[config.mk]
export PLATFORM = sky130hd
export DESIGN_NAME = ps2_rx_fifo
export DESIGN_NICKNAME = d
export VERILOG_FILES = /design/src/rtl/ps2_pkg.sv /design/src/rtl/ps2_sync_filt.sv /design/src/rtl/ps2_rx_fifo.sv
export SDC_FILE = /design/constraint.sdc
export NUM_CORES = 1
export LEC_CHECK = 0
export CORE_MARGIN = 2
export CORE_UTILIZATION = 30
export DETAILED_ROUTE_END_ITERATION = 6
export DONT_BUFFER_PORTS = 1
export GPL_TIMING_DRIVEN = 0
export SLEW_MARGIN = 40
export SYNTH_ARGS = -nofsm -noshare
export SYNTH_HDL_FRONTEND = slang
export SYNTH_HIERARCHICAL = 1
export SYNTH_SLANG_ARGS = --single-unit
[constraint.sdc]
create_clock -name clk -period 7.2 [get_ports clk]
set_clock_uncertainty 0.05 [all_clocks]
set_input_delay 1.44 -clock clk [delete_from_list [all_inputs] [get_ports clk]]
set_output_delay 1.44 -clock clk [all_outputs]
set_load 0.05 [all_outputs]
[src/rtl/ps2_pkg.sv]
// Shared types and constants for the PS/2 receive path.
package ps2_pkg;

    localparam int unsigned PS2_DATA_BITS  = 8;
    localparam int unsigned PS2_FRAME_BITS = 11;

    typedef enum logic [1:0] {
        ST_IDLE   = 2'd0,
        ST_DATA   = 2'd1,
        ST_PARITY = 2'd2,
        ST_STOP   = 2'd3
    } ps2_state_e;

    typedef logic [PS2_DATA_BITS-1:0] ps2_byte_t;

    // Deframer-to-FIFO push request.
    typedef struct packed {
        logic      valid;
        ps2_byte_t data;
    } ps2_push_t;

    // Odd parity: data bits plus parity bit must hold an odd number of ones.
    function automatic logic odd_parity_ok(input ps2_byte_t d, input logic p);
        return ^{d, p};
    endfunction

endpackage

[src/rtl/ps2_sync_filt.sv]
// Pin synchroniser and run-length glitch filter for PS2Clk/PS2Data.
// Emits a one-cycle strobe on each filtered clock falling edge.
module ps2_sync_filt #(
    parameter int unsigned SYNC_STAGES = 2,
    parameter int unsigned FILT_LEN    = 8
) (
    input  logic clk,
    input  logic rst,
    input  logic ps2_clk_i,
    input  logic ps2_data_i,
    output logic fall_strobe_o,
    output logic data_s_o
);

    localparam int unsigned CNT_W = $clog2(FILT_LEN + 1);

    logic [SYNC_STAGES-1:0] clk_sync_q;
    logic [SYNC_STAGES-1:0] data_sync_q;
    logic [1:0]             raw_s;
    logic [1:0]             filt_q, filt_d;
    logic [1:0][CNT_W-1:0]  cnt_q, cnt_d;
    logic                   strobe_q, strobe_d;

    // Index 0 is the clock line, index 1 the data line.
    assign raw_s = {data_sync_q[SYNC_STAGES-1], clk_sync_q[SYNC_STAGES-1]};

    always_comb begin
        filt_d = filt_q;
        cnt_d  = '0;
        for (int i = 0; i < 2; i++) begin
            if (raw_s[i] != filt_q[i]) begin
                if (cnt_q[i] == CNT_W'(FILT_LEN - 1)) begin
                    filt_d[i] = raw_s[i];
                end else begin
                    cnt_d[i] = cnt_q[i] + CNT_W'(1);
                end
            end
        end
        strobe_d = filt_q[0] & ~filt_d[0];
    end

    // Preset to the idle-high bus level so release from reset never looks like an edge.
    always_ff @(posedge clk or posedge rst) begin
        if (rst) begin
            clk_sync_q  <= '1;
            data_sync_q <= '1;
            filt_q      <= '1;
            cnt_q       <= '0;
            strobe_q    <= 1'b0;
        end else begin
            clk_sync_q  <= {clk_sync_q[SYNC_STAGES-2:0], ps2_clk_i};
            data_sync_q <= {data_sync_q[SYNC_STAGES-2:0], ps2_data_i};
            filt_q      <= filt_d;
            cnt_q       <= cnt_d;
            strobe_q    <= strobe_d;
        end
    end

    assign fall_strobe_o = strobe_q;
    assign data_s_o      = filt_q[1];

endmodule

[src/rtl/ps2_rx_fifo.sv]
// PS/2 device-to-host receiver: deframes 11-bit frames, checks parity/stop,
// enforces an inter-edge timeout and buffers good bytes in a show-ahead FIFO.
module ps2_rx_fifo
    import ps2_pkg::*;
#(
    parameter int unsigned SYNC_STAGES = 2,
    parameter int unsigned FILT_LEN    = 8,
    parameter int unsigned TIMEOUT_CYC = 20000,
    parameter int unsigned FIFO_DEPTH  = 8
) (
    input  logic                          clk,
    input  logic                          rst,
    input  logic                          PS2Clk,
    input  logic                          PS2Data,
    output logic [7:0]                    c_data,
    output logic                          c_valid,
    input  logic                          c_ready,
    output logic                          parity_err,
    output logic                          frame_err,
    output logic                          overflow,
    output logic [$clog2(FIFO_DEPTH):0]   fifo_count
);

    localparam int unsigned PTR_W = $clog2(FIFO_DEPTH);
    localparam int unsigned CNT_W = PTR_W + 1;
    localparam int unsigned TMO_W = $clog2(TIMEOUT_CYC + 1);
    localparam int unsigned BIT_W = $clog2(PS2_DATA_BITS);

    logic strobe;
    logic data_s;

    ps2_sync_filt #(
        .SYNC_STAGES (SYNC_STAGES),
        .FILT_LEN    (FILT_LEN)
    ) u_sync_filt (
        .clk           (clk),
        .rst           (rst),
        .ps2_clk_i     (PS2Clk),
        .ps2_data_i    (PS2Data),
        .fall_strobe_o (strobe),
        .data_s_o      (data_s)
    );

    ps2_state_e         state_q, state_d;
    logic [BIT_W-1:0]   bitcnt_q, bitcnt_d;
    ps2_byte_t          sreg_q, sreg_d;
    logic               par_q, par_d;
    logic [TMO_W-1:0]   tmo_q, tmo_d;
    ps2_push_t          push_q, push_d;
    logic               perr_q, perr_d;
    logic               ferr_q, ferr_d;

    // Deframer: advances on bit strobes; the timeout abandons a stalled frame.
    always_comb begin
        state_d  = state_q;
        bitcnt_d = bitcnt_q;
        sreg_d   = sreg_q;
        par_d    = par_q;
        tmo_d    = (state_q == ST_IDLE) ? '0 : tmo_q + TMO_W'(1);
        push_d   = '{valid: 1'b0, data: sreg_q};
        perr_d   = 1'b0;
        ferr_d   = 1'b0;
        if (strobe) begin
            tmo_d = '0;
            case (state_q)
                ST_IDLE: begin
                    if (!data_s) begin
                        state_d  = ST_DATA;
                        bitcnt_d = '0;
                    end
                end
                ST_DATA: begin
                    sreg_d   = {data_s, sreg_q[PS2_DATA_BITS-1:1]};
                    bitcnt_d = bitcnt_q + BIT_W'(1);
                    if (bitcnt_q == BIT_W'(PS2_DATA_BITS - 1)) begin
                        state_d = ST_PARITY;
                    end
                end
                ST_PARITY: begin
                    par_d   = data_s;
                    state_d = ST_STOP;
                end
                ST_STOP: begin
                    state_d = ST_IDLE;
                    if (!data_s) begin
                        ferr_d = 1'b1;
                    end else if (!odd_parity_ok(sreg_q, par_q)) begin
                        perr_d = 1'b1;
                    end else begin
                        push_d.valid = 1'b1;
                    end
                end
                default: state_d = ST_IDLE;
            endcase
        end else if (state_q != ST_IDLE && tmo_q == TMO_W'(TIMEOUT_CYC - 1)) begin
            state_d = ST_IDLE;
            ferr_d  = 1'b1;
            tmo_d   = '0;
        end
    end

    always_ff @(posedge clk or posedge rst) begin
        if (rst) begin
            state_q  <= ST_IDLE;
            bitcnt_q <= '0;
            sreg_q   <= '0;
            par_q    <= 1'b0;
            tmo_q    <= '0;
            push_q   <= '0;
            perr_q   <= 1'b0;
            ferr_q   <= 1'b0;
        end else begin
            state_q  <= state_d;
            bitcnt_q <= bitcnt_d;
            sreg_q   <= sreg_d;
            par_q    <= par_d;
            tmo_q    <= tmo_d;
            push_q   <= push_d;
            perr_q   <= perr_d;
            ferr_q   <= ferr_d;
        end
    end

    ps2_byte_t         mem_q [FIFO_DEPTH];
    logic [PTR_W-1:0]  wr_ptr_q, wr_ptr_d;
    logic [PTR_W-1:0]  rd_ptr_q, rd_ptr_d;
    logic [CNT_W-1:0]  count_q, count_d;
    ps2_byte_t         head_q, head_d;
    logic              valid_q;
    logic              pop, full, do_push;

    assign pop     = valid_q & c_ready;
    assign full    = (count_q == CNT_W'(FIFO_DEPTH));
    assign do_push = push_q.valid & (~full | pop);

    // Next head is computed ahead so the show-ahead outputs come straight from flops;
    // a push landing on the new read slot must bypass the memory.
    always_comb begin
        wr_ptr_d = wr_ptr_q + PTR_W'(do_push);
        rd_ptr_d = rd_ptr_q + PTR_W'(pop);
        count_d  = count_q + CNT_W'(do_push) - CNT_W'(pop);
        head_d   = '0;
        if (count_d != '0) begin
            if (do_push && (wr_ptr_q == rd_ptr_d)) begin
                head_d = push_q.data;
            end else begin
                head_d = mem_q[rd_ptr_d];
            end
        end
    end

    always_ff @(posedge clk) begin
        if (do_push) begin
            mem_q[wr_ptr_q] <= push_q.data;
        end
    end

    always_ff @(posedge clk or posedge rst) begin
        if (rst) begin
            wr_ptr_q <= '0;
            rd_ptr_q <= '0;
            count_q  <= '0;
            head_q   <= '0;
            valid_q  <= 1'b0;
        end else begin
            wr_ptr_q <= wr_ptr_d;
            rd_ptr_q <= rd_ptr_d;
            count_q  <= count_d;
            head_q   <= head_d;
            valid_q  <= (count_d != '0);
        end
    end

    assign c_data     = head_q;
    assign c_valid    = valid_q;
    assign fifo_count = count_q;
    assign parity_err = perr_q;
    assign frame_err  = ferr_q;
    // Depends on this cycle's pop, so it cannot be decided a cycle earlier.
    assign overflow   = push_q.valid & full & ~pop;

endmodule

==> results_dict.tcl, run 1 <==
set metrics [dict create \
    synth_top_area_cell "edfxtp_1" \
    grt_pass1_vias 3316 \
    cts_hold_buffers 0 \
    dr.first_iter.drc_count 190 \
    finalWorstSetupSlack_ns 2.56 \
    postCtsSetupBuffers 0 \
    synthesis.nets 394 \
    final.setup.tns_ns 0 \
    firstDrtPassIters 4 \
    yosys.cell_types.count 60 \
    yosysSeqAreaShare 0.652 \
    fin_crit_ns 4.64 \
    globalRouteOverflowTotal 0 \
    intPower_uw 1520 \
    p_per_area_nw_per_um2 318 \
    crit_path_start_kind "primary input" \
    dp_hpwl_um 7070 \
    ctsResizeCount 0 \
    min-delay-start "u_sync_filt/data_sync_q[0]$_DFF_PP1_" \
    synth_warnings 6 \
    status "finished clean" \
    ys_async_sr_fraction 0.536 \
    die_area_um2 20400 \
    syn_inst 370 \
    tightest_slew_ns 0.852 \
    clk_pin_slew_worst_paths_ns 0.07 \
    hold_class "flip-flop to flip-flop" \
    cp.arrival_ns 4.93 \
    clkPwrFrac 0.373 \
    critPathRequiredTime_ns 7.50 \
    ys_ff_latch 138 \
    crit_start "c_ready" \
    clockBufferDepth 2 \
    slew_violations 0 \
    layout.nets 421 \
    p_leak_uw 0.00267 \
    io_pins 21 \
    hold_violations 0 \
    grt_pass1_wl_um 17400 \
    antenna_cells 0 \
    numCtsBuffers 17 \
    io_buffers 0 \
    antenna_left 0 \
    p_sw_uw 644 \
    htreeDepth 4 \
    place_ws_ns 2.23 \
    synth_ff_type "dfrtp_1" \
    drt-total-wl_um 10300 \
    vias 3103 \
    synth-edff-count 64 \
    comb_power_share 0.180 \
    ir_drop_uv 192 \
    routabilityCongestion 0.815 \
    timing.slew.headroom 0.429 \
    worstSetupPathType "primary input to flip-flop" \
    cts_tree "yes" \
    synth_top_cell_area_share 0.332 \
    area_growth_syn_to_layout_pct 17.3 \
    syn_area_per_cell_um2 15.7 \
    p_sw_frac 0.298 \
    synth_area_leaders "edfxtp_1, dfrtp_1, mux4_2" \
    cp_max_fo 10 \
    drive_gt1_frac 0.241 \
    cts_root_buf "clkbuf_16" \
    maxCapViolCount 0 \
    crit_path_end_kind "flip-flop" \
    grt_setup_unrepaired "false" \
    r2r_start "fifo_count[3]$_DFF_PP0_" \
    antenna_found_initial 0 \
    die_w_um 143 \
    dieHeight_um 143 \
    pwr-share-seq 0.447 \
    core.rowCount 50 \
    wire_per_inst_um 15.4 \
    syn_area_um2 5800 \
    grt_max_degree 32 \
    grtUsageTotal 0.111 \
    min_period_over_period 0.644 \
    timing.fmax_mhz 216 \
    core_um2 18800 \
    drcViolationCount 0 \
    cts_num_sinks 138 \
    viasPerCell 4.63 \
    worstSkewPairLatency_ns 0.41 \
    setup_viol 0 \
    initial_utilization 0.308 \
]
==> cells in the final DEF, fill, tap and decap left out, types with 6 or more instances in the layout <==
cell       Yosys  final
dfstp_2        6      6
xnor2_1       20     20
mux2i_1        9      8
o211a_1        8      8
edfxtp_1      64     64
ha_1          18     18
inv_1         16     15
nand3_1        8      8
buf_2          2      6
dfrtp_1       68     68
nor2_1        18     17
o21ai_0       11     11
clkbuf_16      0     18
mux2_2        10     10
mux4_2        16     16
nand2_1       12     12
xor2_1         6      6
==> Yosys cell counts (all sizes together) (2+ instances only) <==
master	instances
a211oi	2
a21o	2
a21oi	4
a22o	2
and4	3
buf	7
clkbuf	4
dfrtp	68
dfstp	6
edfxtp	64
ha	18
inv	16
mux2	12
mux2i	9
mux4	16
nand2	12
nand2b	2
nand3	9
nand3b	2
nand4	4
nand4b	2
nor2	18
nor2b	3
nor3	5
nor3b	4
nor4	7
nor4b	3
o211a	8
o211ai	2
o21ai	11
or3b	2
xnor2	20
xnor3	2
xor2	7
==> per-layer routing <==
metal	track usage	wire length [um]	part of all wire
met5	0	0	0
met4	0.0323	105	0.010
met3	0.0329	344	0.033
met2	0.189	5330	0.52
met1	0.136	4550	0.44
==> state kept, by name, summed over array words and instances, names as in the netlist, 3 cells and up <==
register	count
c_data	8
wr_ptr_q	3
fifo_count	4
u_sync_filt/cnt_q	8
sreg_q	8
rd_ptr_q	3
mem_q	64
tmo_q	15
push_q	9
bitcnt_q	3
==> cells by family after synthesis <==
| kind of cell | synth area share |
|---|---|
| DFF | 0.652 |
| buffers and inverters | 0.0220 |
| muxes | 0.102 |
| xor gates and xnor gates | 0.0499 |
| adders and majority gates | 0.0423 |
| and+or+nand+nor | 0.0842 |
| AOI/OAI and AO/OA | 0.0468 |
==> stage by stage <==
step	cell area [um^2]	hold WS, ns	power (uW)	std cells	utilization
after floorplan	5800	0.295	1270	370	-
after global placement	6120	0.298	1360	630	0.325
after detailed placement	6240	0.298	1370	638	0.331
after CTS	6790	0.306	2190	670	0.361
after global routing	6800	0.307	2270	670	0.361
final	6800	0.305	2160	670	0.361
==> worst max-delay path, stage by stage <==
cell      delay (ns)
a21o_1          0.15
o21ai_0         0.62
clkbuf_1        0.57
ha_1            0.35
inv_1           0.05
ha_1            0.15
inv_1           0.05
fa_1            0.37
xnor2_1         0.27
nor4b_1         0.11
mux2i_2         0.51
o211a_1         0.28
==> layout make-up <==
class	count	area [um^2]
buffer	11	67.6
clock buffer	21	472
clock inverter	11	85.1
fill	1757	12000
inverter	16	62.6
multi-input combinational	205	1940
sequential	138	3780
tap	260	325
timing repair buffer	8	62.6
==> final timing paths <==
path | end | slack, ns | cells after the start
worst max-delay path | c_data[5]$_DFF_PP0_ | 2.56 | 12
worst min-delay path | u_sync_filt/data_sync_q[1]$_DFF_PP1_ | 0.30 | 0
worst max register to register | c_data[5]$_DFF_PP0_ | 2.77 | 13
worst min register to register | u_sync_filt/data_sync_q[1]$_DFF_PP1_ | 0.30 | 0
max in group asynchronous | c_data[7]$_DFF_PP0_ | 5.76 | 2
min in group asynchronous | tmo_q[9]$_DFF_PP0_ | 0.84 | 1
==> power by group through the flow <==
stage / Combinational [uW] / Sequential, uW / Clock, uW
floorplan: 304 / 970 / 0
global placement: 378 / 978 / 0
detailed placement: 393 / 982 / 0
CTS: 398 / 966 / 828
global route: 432 / 974 / 864
finish: 390 / 966 / 807
No activity file was read; power rests on OpenSTA's default activity.
==> run 2: changes to the inputs <==
--- a/config.mk
+++ b/config.mk
@@ -5,6 +5,7 @@
 export SDC_FILE = /design/constraint.sdc
 export NUM_CORES = 1
 export LEC_CHECK = 0
+export ABC_AREA = 1
 export CORE_MARGIN = 2
 export CORE_UTILIZATION = 30
 export DETAILED_ROUTE_END_ITERATION = 6
==> constraint.sdc (replaced) <==
create_clock -name clk -period 4.45 [get_ports clk]
set_clock_uncertainty 0.05 [all_clocks]
set_input_delay 0.89 -clock clk [delete_from_list [all_inputs] [get_ports clk]]
set_output_delay 0.89 -clock clk [all_outputs]
set_load 0.05 [all_outputs]
==> results_dict.tcl, run 2 <==
set metrics [dict create \
    antenna_cells 0 \
    grt_pass1_vias 3926 \
    ys_async_sr_fraction 0.536 \
    core.rowCount 52 \
    timing.fmax_mhz 314 \
    die_area_um2 21500 \
    cts_tree "yes" \
    dr.first_iter.drc_count 255 \
    final_util 0.351 \
    hold_violations 0 \
    synth_area_leaders "edfxtp_1, dfrtp_1, nand2_1" \
    critical_path.cell_chain "inv_1 > ha_1 > nand3_1 > nand2_2 > ha_1 > inv_1 > ha_1 > inv_1 > fa_1 > inv_1 > nor3_1 > nand3_1 > nand2_1 > nor2_2" \
    largest_reg_flops 64 \
    routabilityCongestion 0.822 \
    syn_inst 626 \
    postCtsSetupBuffers 0 \
    initial_utilization 0.304 \
    grt_max_degree 37 \
    placed_area_um2 6470 \
    final.setup.tns_ns 0 \
    viasPerCell 4.27 \
    finalWorstSetupSlack_ns 1.27 \
    timing.slew.headroom 0.535 \
    reg_top3 "mem_q: 64 flops, tmo_q: 15 flops, push_q: 9 flops" \
    synth_top_cell_area_share 0.315 \
    tightest_slew_ns 0.695 \
    io_pins 21 \
    final_common_cell "nand2_1" \
    firstDrtPassIters 4 \
    holdWs_ns 0.261 \
    syn_area_um2 6110 \
    synth-edff-count 64 \
    min_period_over_period 0.716 \
    dieHeight_um 147 \
    crit_top_cell "inv_1" \
    wire_per_inst_um 11.8 \
    io_buffers 0 \
    yosysMostFrequentCell "nand2_1" \
    cts_hold_buffers 0 \
    worst_path_largest_cell_delay_ns 0.63 \
    cts_num_sinks 138 \
    setup_viol 0 \
    synth_top_area_cell "edfxtp_1" \
    dp_hpwl_um 7810 \
    fin_crit_ns 3.18 \
    yosysSeqAreaShare 0.619 \
    cp_max_fo 9 \
    layout_common_cells "nand2_1, inv_1, dfrtp_1, edfxtp_1, nand3_1" \
    synth_ff_type "dfrtp_1" \
    maxCapViolCount 0 \
    status "finished clean" \
    final_cell_area_um2 7050 \
    place_ws_ns 1.21 \
    antenna_left 0 \
    critPathRequiredTime_ns 4.72 \
    crit_buf_inv 4 \
    fillers 1966 \
    htreeDepth 4 \
    cts_root_buf "clkbuf_16" \
    crit_slowest_cell "dfrtp_1" \
    numCtsBuffers 17 \
    p_leak_uw 0.00313 \
    seq_area_um2 3780 \
    globalRouteOverflowTotal 0 \
    ys_ff_latch 138 \
    drive_gt1_frac 0.106 \
    largest-register "mem_q" \
    core_um2 20100 \
    slew_violations 0 \
    cp_top_family "adder cells" \
    grt_pass1_wl_um 18800 \
    synth_commonest_cells "nand2_1, inv_1, dfrtp_1, edfxtp_1, nand3_1" \
    clk_pin_slew_worst_paths_ns 0.06 \
    drt-total-wl_um 11000 \
    syn_area_per_cell_um2 9.75 \
    synthesis.nets 650 \
    grt_setup_unrepaired "false" \
    synth_warnings 6 \
    worstSetupPathType "flip-flop to flip-flop" \
    die_w_um 147 \
    layout.nets 670 \
    drcViolationCount 0 \
    area_growth_syn_to_layout_pct 15.5 \
    ir_drop_uv 305 \
    antenna_found_initial 0 \
    p_per_area_nw_per_um2 582 \
    vias 3969 \
    yosys.cell_types.count 33 \
    multi_input_area_um2 1980 \
    crit_path_start_kind "flip-flop" \
    crit_path_end_kind "flip-flop" \
    clockBufferDepth 2 \
    hold_class "primary input to asynchronous set/reset pin" \
    grtUsageTotal 0.113 \
    ctsResizeCount 0 \
    cp.arrival_ns 3.45 \
    worstSkewPairLatency_ns 0.42 \
]
[run 2: cell types whose count changed after synthesis, sizes merged, moves of 5 or more]
| cell | previous run | this run |
|---|---|---|
| xnor2 | 20 | 6 |
| o21ai | 11 | 16 |
| mux4 | 16 | 0 |
| nand3 | 9 | 61 |
| nand2 | 12 | 206 |
| o211a | 8 | 0 |
| mux2 | 12 | 0 |
| nor4 | 7 | 0 |
| inv | 16 | 76 |
| mux2i | 9 | 1 |
| nor2 | 18 | 60 |
[run 2: area by class of cell]
type	count	share of cell area
Inverter	76	0.0408
Sequential cell	138	0.536
Multi-Input combinational cell	400	0.281
Tap cell	270	0.0479
Clock inverter	8	0.00816
Clock buffer	24	0.0744
Buffer	12	0.00887
Timing Repair Buffer	1	0.00284
[run 2: worst paths after layout]
| path | start | to | slack [ns] | cells after the start |
|---|---|---|---|---|
| setup / recovery | fifo_count[2]$_DFF_PP0_ | c_data[5]$_DFF_PP0_ | 1.27 | 14 |
| hold / removal | rst | tmo_q[10]$_DFF_PP0_ | 0.26 | 1 |
| setup reg to reg | fifo_count[2]$_DFF_PP0_ | c_data[5]$_DFF_PP0_ | 1.27 | 14 |
| hold reg to reg | u_sync_filt/clk_sync_q[0]$_DFF_PP1_ | u_sync_filt/clk_sync_q[1]$_DFF_PP1_ | 0.30 | 0 |
| max in group asynchronous | rst | c_data[3]$_DFF_PP0_ | 3.60 | 2 |
| min in group clk | u_sync_filt/clk_sync_q[0]$_DFF_PP1_ | u_sync_filt/clk_sync_q[1]$_DFF_PP1_ | 0.30 | 0 |
[run 2: report_power, final]
part	switching [uW]	internal (uW)
Clock	517	823
Combinational	700	377
Sequential	255	1430
Total	1470	2630
[run 2: routing by layer]
layer,routed length (um),GRT usage,up-vias
met5,0,0,-
met4,252,0.0505,0
met3,494,0.0369,23
met2,5180,0.183,79
met1,5060,0.137,1814
li1,-,-,2053
[run 2: cells by family after synthesis]
family                   count (synthesis)  synth area share
adder cells (fa/ha/maj)                 19            0.0402
AND/OR/NAND/NOR                        340             0.236
multiplexers                             1           0.00164
AO/OA/AOI/OAI                           27            0.0242
XOR/XNOR                                13            0.0217
flip-flops                             138             0.619
buffers and inverters                   88            0.0570
[run 2: through the flow]
| step | std cells | total power [uW] |
|---|---|---|
| final | 929 | 4110 |
| after global routing | 929 | 4370 |
| after CTS | 929 | 4160 |
| after detailed placement | 897 | 2800 |
| after global placement | 896 | 2780 |
| after floorplan | 626 | 2550 |
==> run 3: changes to the inputs <==
--- a/config.mk
+++ b/config.mk
@@ -5,7 +5,7 @@
 export SDC_FILE = /design/constraint.sdc
 export NUM_CORES = 1
 export LEC_CHECK = 0
-export ABC_AREA = 1
+export ABC_AREA = 0
 export CORE_MARGIN = 2
 export CORE_UTILIZATION = 30
 export DETAILED_ROUTE_END_ITERATION = 6
==> constraint.sdc (replaced) <==
create_clock -name clk -period 2.7 [get_ports clk]
set_clock_uncertainty 0.05 [all_clocks]
set_input_delay 0.54 -clock clk [delete_from_list [all_inputs] [get_ports clk]]
set_output_delay 0.54 -clock clk [all_outputs]
set_load 0.05 [all_outputs]
==> results_dict.tcl, run 3 (synthesized netlist as in run 1, its figures left out) <==
set metrics [dict create \
    reg_top3 "mem_q: 64 flops, tmo_q: 15 flops, push_q: 9 flops" \
    numCtsBuffers 17 \
    place_ws_ns -0.809 \
    grtUsageTotal 0.118 \
    p_leak_uw 0.00285 \
    grt_pass1_vias 3369 \
    cts_num_sinks 138 \
    viasPerCell 4.57 \
    slew_violations 0 \
    antenna_left 0 \
    timing.slew.headroom 0.521 \
    worstSkewPairLatency_ns 0.40 \
    clk_pin_slew_worst_paths_ns 0.06 \
    vias 3141 \
    die_area_um2 20400 \
    placed_area_um2 6300 \
    layout_common_cells "edfxtp_1, dfrtp_1, xnor2_1" \
    io_pins 21 \
    grt_max_degree 41 \
    ir_drop_uv 449 \
    initial_utilization 0.308 \
    final_common_cell "edfxtp_1" \
    layout.nets 438 \
    area_growth_syn_to_layout_pct 24.0 \
    die_w_um 143 \
    cts_root_buf "clkbuf_16" \
    antenna_found_initial 0 \
    cp.arrival_ns 3.28 \
    wire_per_inst_um 16.2 \
    dr.first_iter.drc_count 114 \
    final.setup.tns_ns -2.23 \
    fin_crit_ns 2.99 \
    fillers 1728 \
    firstDrtPassIters 5 \
    cp_max_fo 5 \
    drive_gt1_frac 0.326 \
    multi_input_area_um2 2110 \
    hold_class "primary input to asynchronous set/reset pin" \
    dp_hpwl_um 7240 \
    clockBufferDepth 2 \
    drt-total-wl_um 11100 \
    p_per_area_nw_per_um2 945 \
    grt_pass1_wl_um 18100 \
    core_um2 18800 \
    timing.fmax_mhz 334 \
    setup_viol 9 \
    crit_path_start_kind "flip-flop" \
    antenna_cells 0 \
    core.rowCount 50 \
    tightest_slew_ns 0.715 \
    worstSetupPathType "flip-flop to flip-flop" \
    reg2reg_slack_ns -0.29 \
    status "finished with violations" \
    htreeDepth 4 \
    io_buffers 0 \
    maxCapViolCount 0 \
    finalWorstSetupSlack_ns -0.292 \
    routabilityCongestion 0.776 \
    critPathRequiredTime_ns 2.99 \
    final_cell_area_um2 7190 \
    hold_violations 0 \
    largest-register "mem_q" \
    drcViolationCount 0 \
    violations "negative setup slack" \
    globalRouteOverflowTotal 0 \
    min_period_over_period 1.11 \
    seq_area_um2 3790 \
    grt_setup_unrepaired "true" \
    largest_reg_flops 64 \
    crit_path_end_kind "flip-flop" \
    dieHeight_um 143 \
    cts_tree "yes" \
]
run 3: layout make-up:
type | count | share of cell area
Tap cell | 260 | 0.0453
Multi-Input combinational cell | 206 | 0.293
Buffer | 10 | 0.00905
Sequential cell | 138 | 0.527
Clock buffer | 18 | 0.0611
Inverter | 16 | 0.00870
Clock inverter | 14 | 0.0291
Timing Repair Buffer | 25 | 0.0266
run 3: worst max-delay path, stage by stage, from the launching register on:
cell and delay [ns]:
dfrtp_2 0.53, inv_2 0.10, buf_4 0.14, buf_4 0.12
buf_4 0.12, buf_4 0.12, buf_4 0.12, buf_4 0.12
buf_4 0.12, ha_1 0.38, a21oi_4 0.34, mux2i_4 0.43
o211a_1 0.23
run 3: stage by stage:
stage                     hold slack (ns)  cells  power, uW  utilization
after floorplan                     0.295    370       3530            -
after global placement              0.299    630       3750        0.329
after detailed placement            0.299    638       3830        0.334
after CTS                          0.0209    687       6790        0.381
after global routing               0.0517    687       7090        0.382
final                              0.0200    687       6790        0.382
run 3: path summary, 6_finish.rpt:
path                                                     startpoint                                   to  depth (start not counted)
min in group clk                                             PS2Clk  u_sync_filt/clk_sync_q[0]$_DFF_PP1_                          0
max in group asynchronous                                       rst                  c_data[2]$_DFF_PP0_                          3
worst min-delay path                                            rst       u_sync_filt/cnt_q[1]$_DFF_PP0_                          1
worst min register to register  u_sync_filt/clk_sync_q[0]$_DFF_PP1_  u_sync_filt/clk_sync_q[1]$_DFF_PP1_                          0
worst max-delay path                        fifo_count[2]$_DFF_PP0_                  c_data[2]$_DFF_PP0_                         12
worst max register to register              fifo_count[2]$_DFF_PP0_                  c_data[2]$_DFF_PP0_                         12
run 3: routing by layer:
| metal | up-vias | track usage | wire, um | share of wire |
|---|---|---|---|---|
| met3 | 13 | 0.0345 | 444 | 0.040 |
| met5 | - | 0 | 0 | 0 |
| met2 | 51 | 0.193 | 5670 | 0.51 |
| met4 | 0 | 0.0485 | 172 | 0.015 |
| li1 | 1480 | - | - | - |
| met1 | 1597 | 0.145 | 4860 | 0.44 |
run 3: repair_timing:
item	in CTS	in global routing
setup buffers	15	1
pin swaps	13	6
endpoints found under the hold margin	19	0
hold buffers	1	0
endpoints found under the setup margin	9	10
cloned	1	0
gates resized for setup	11	3
run 3: where the power goes:
group	leakage (uW)	internal [uW]	switching, uW
sequential	0.00160	2330	294
combinational	0.000938	797	849
clock	0.000314	1600	923
total	0.00285	4730	2070
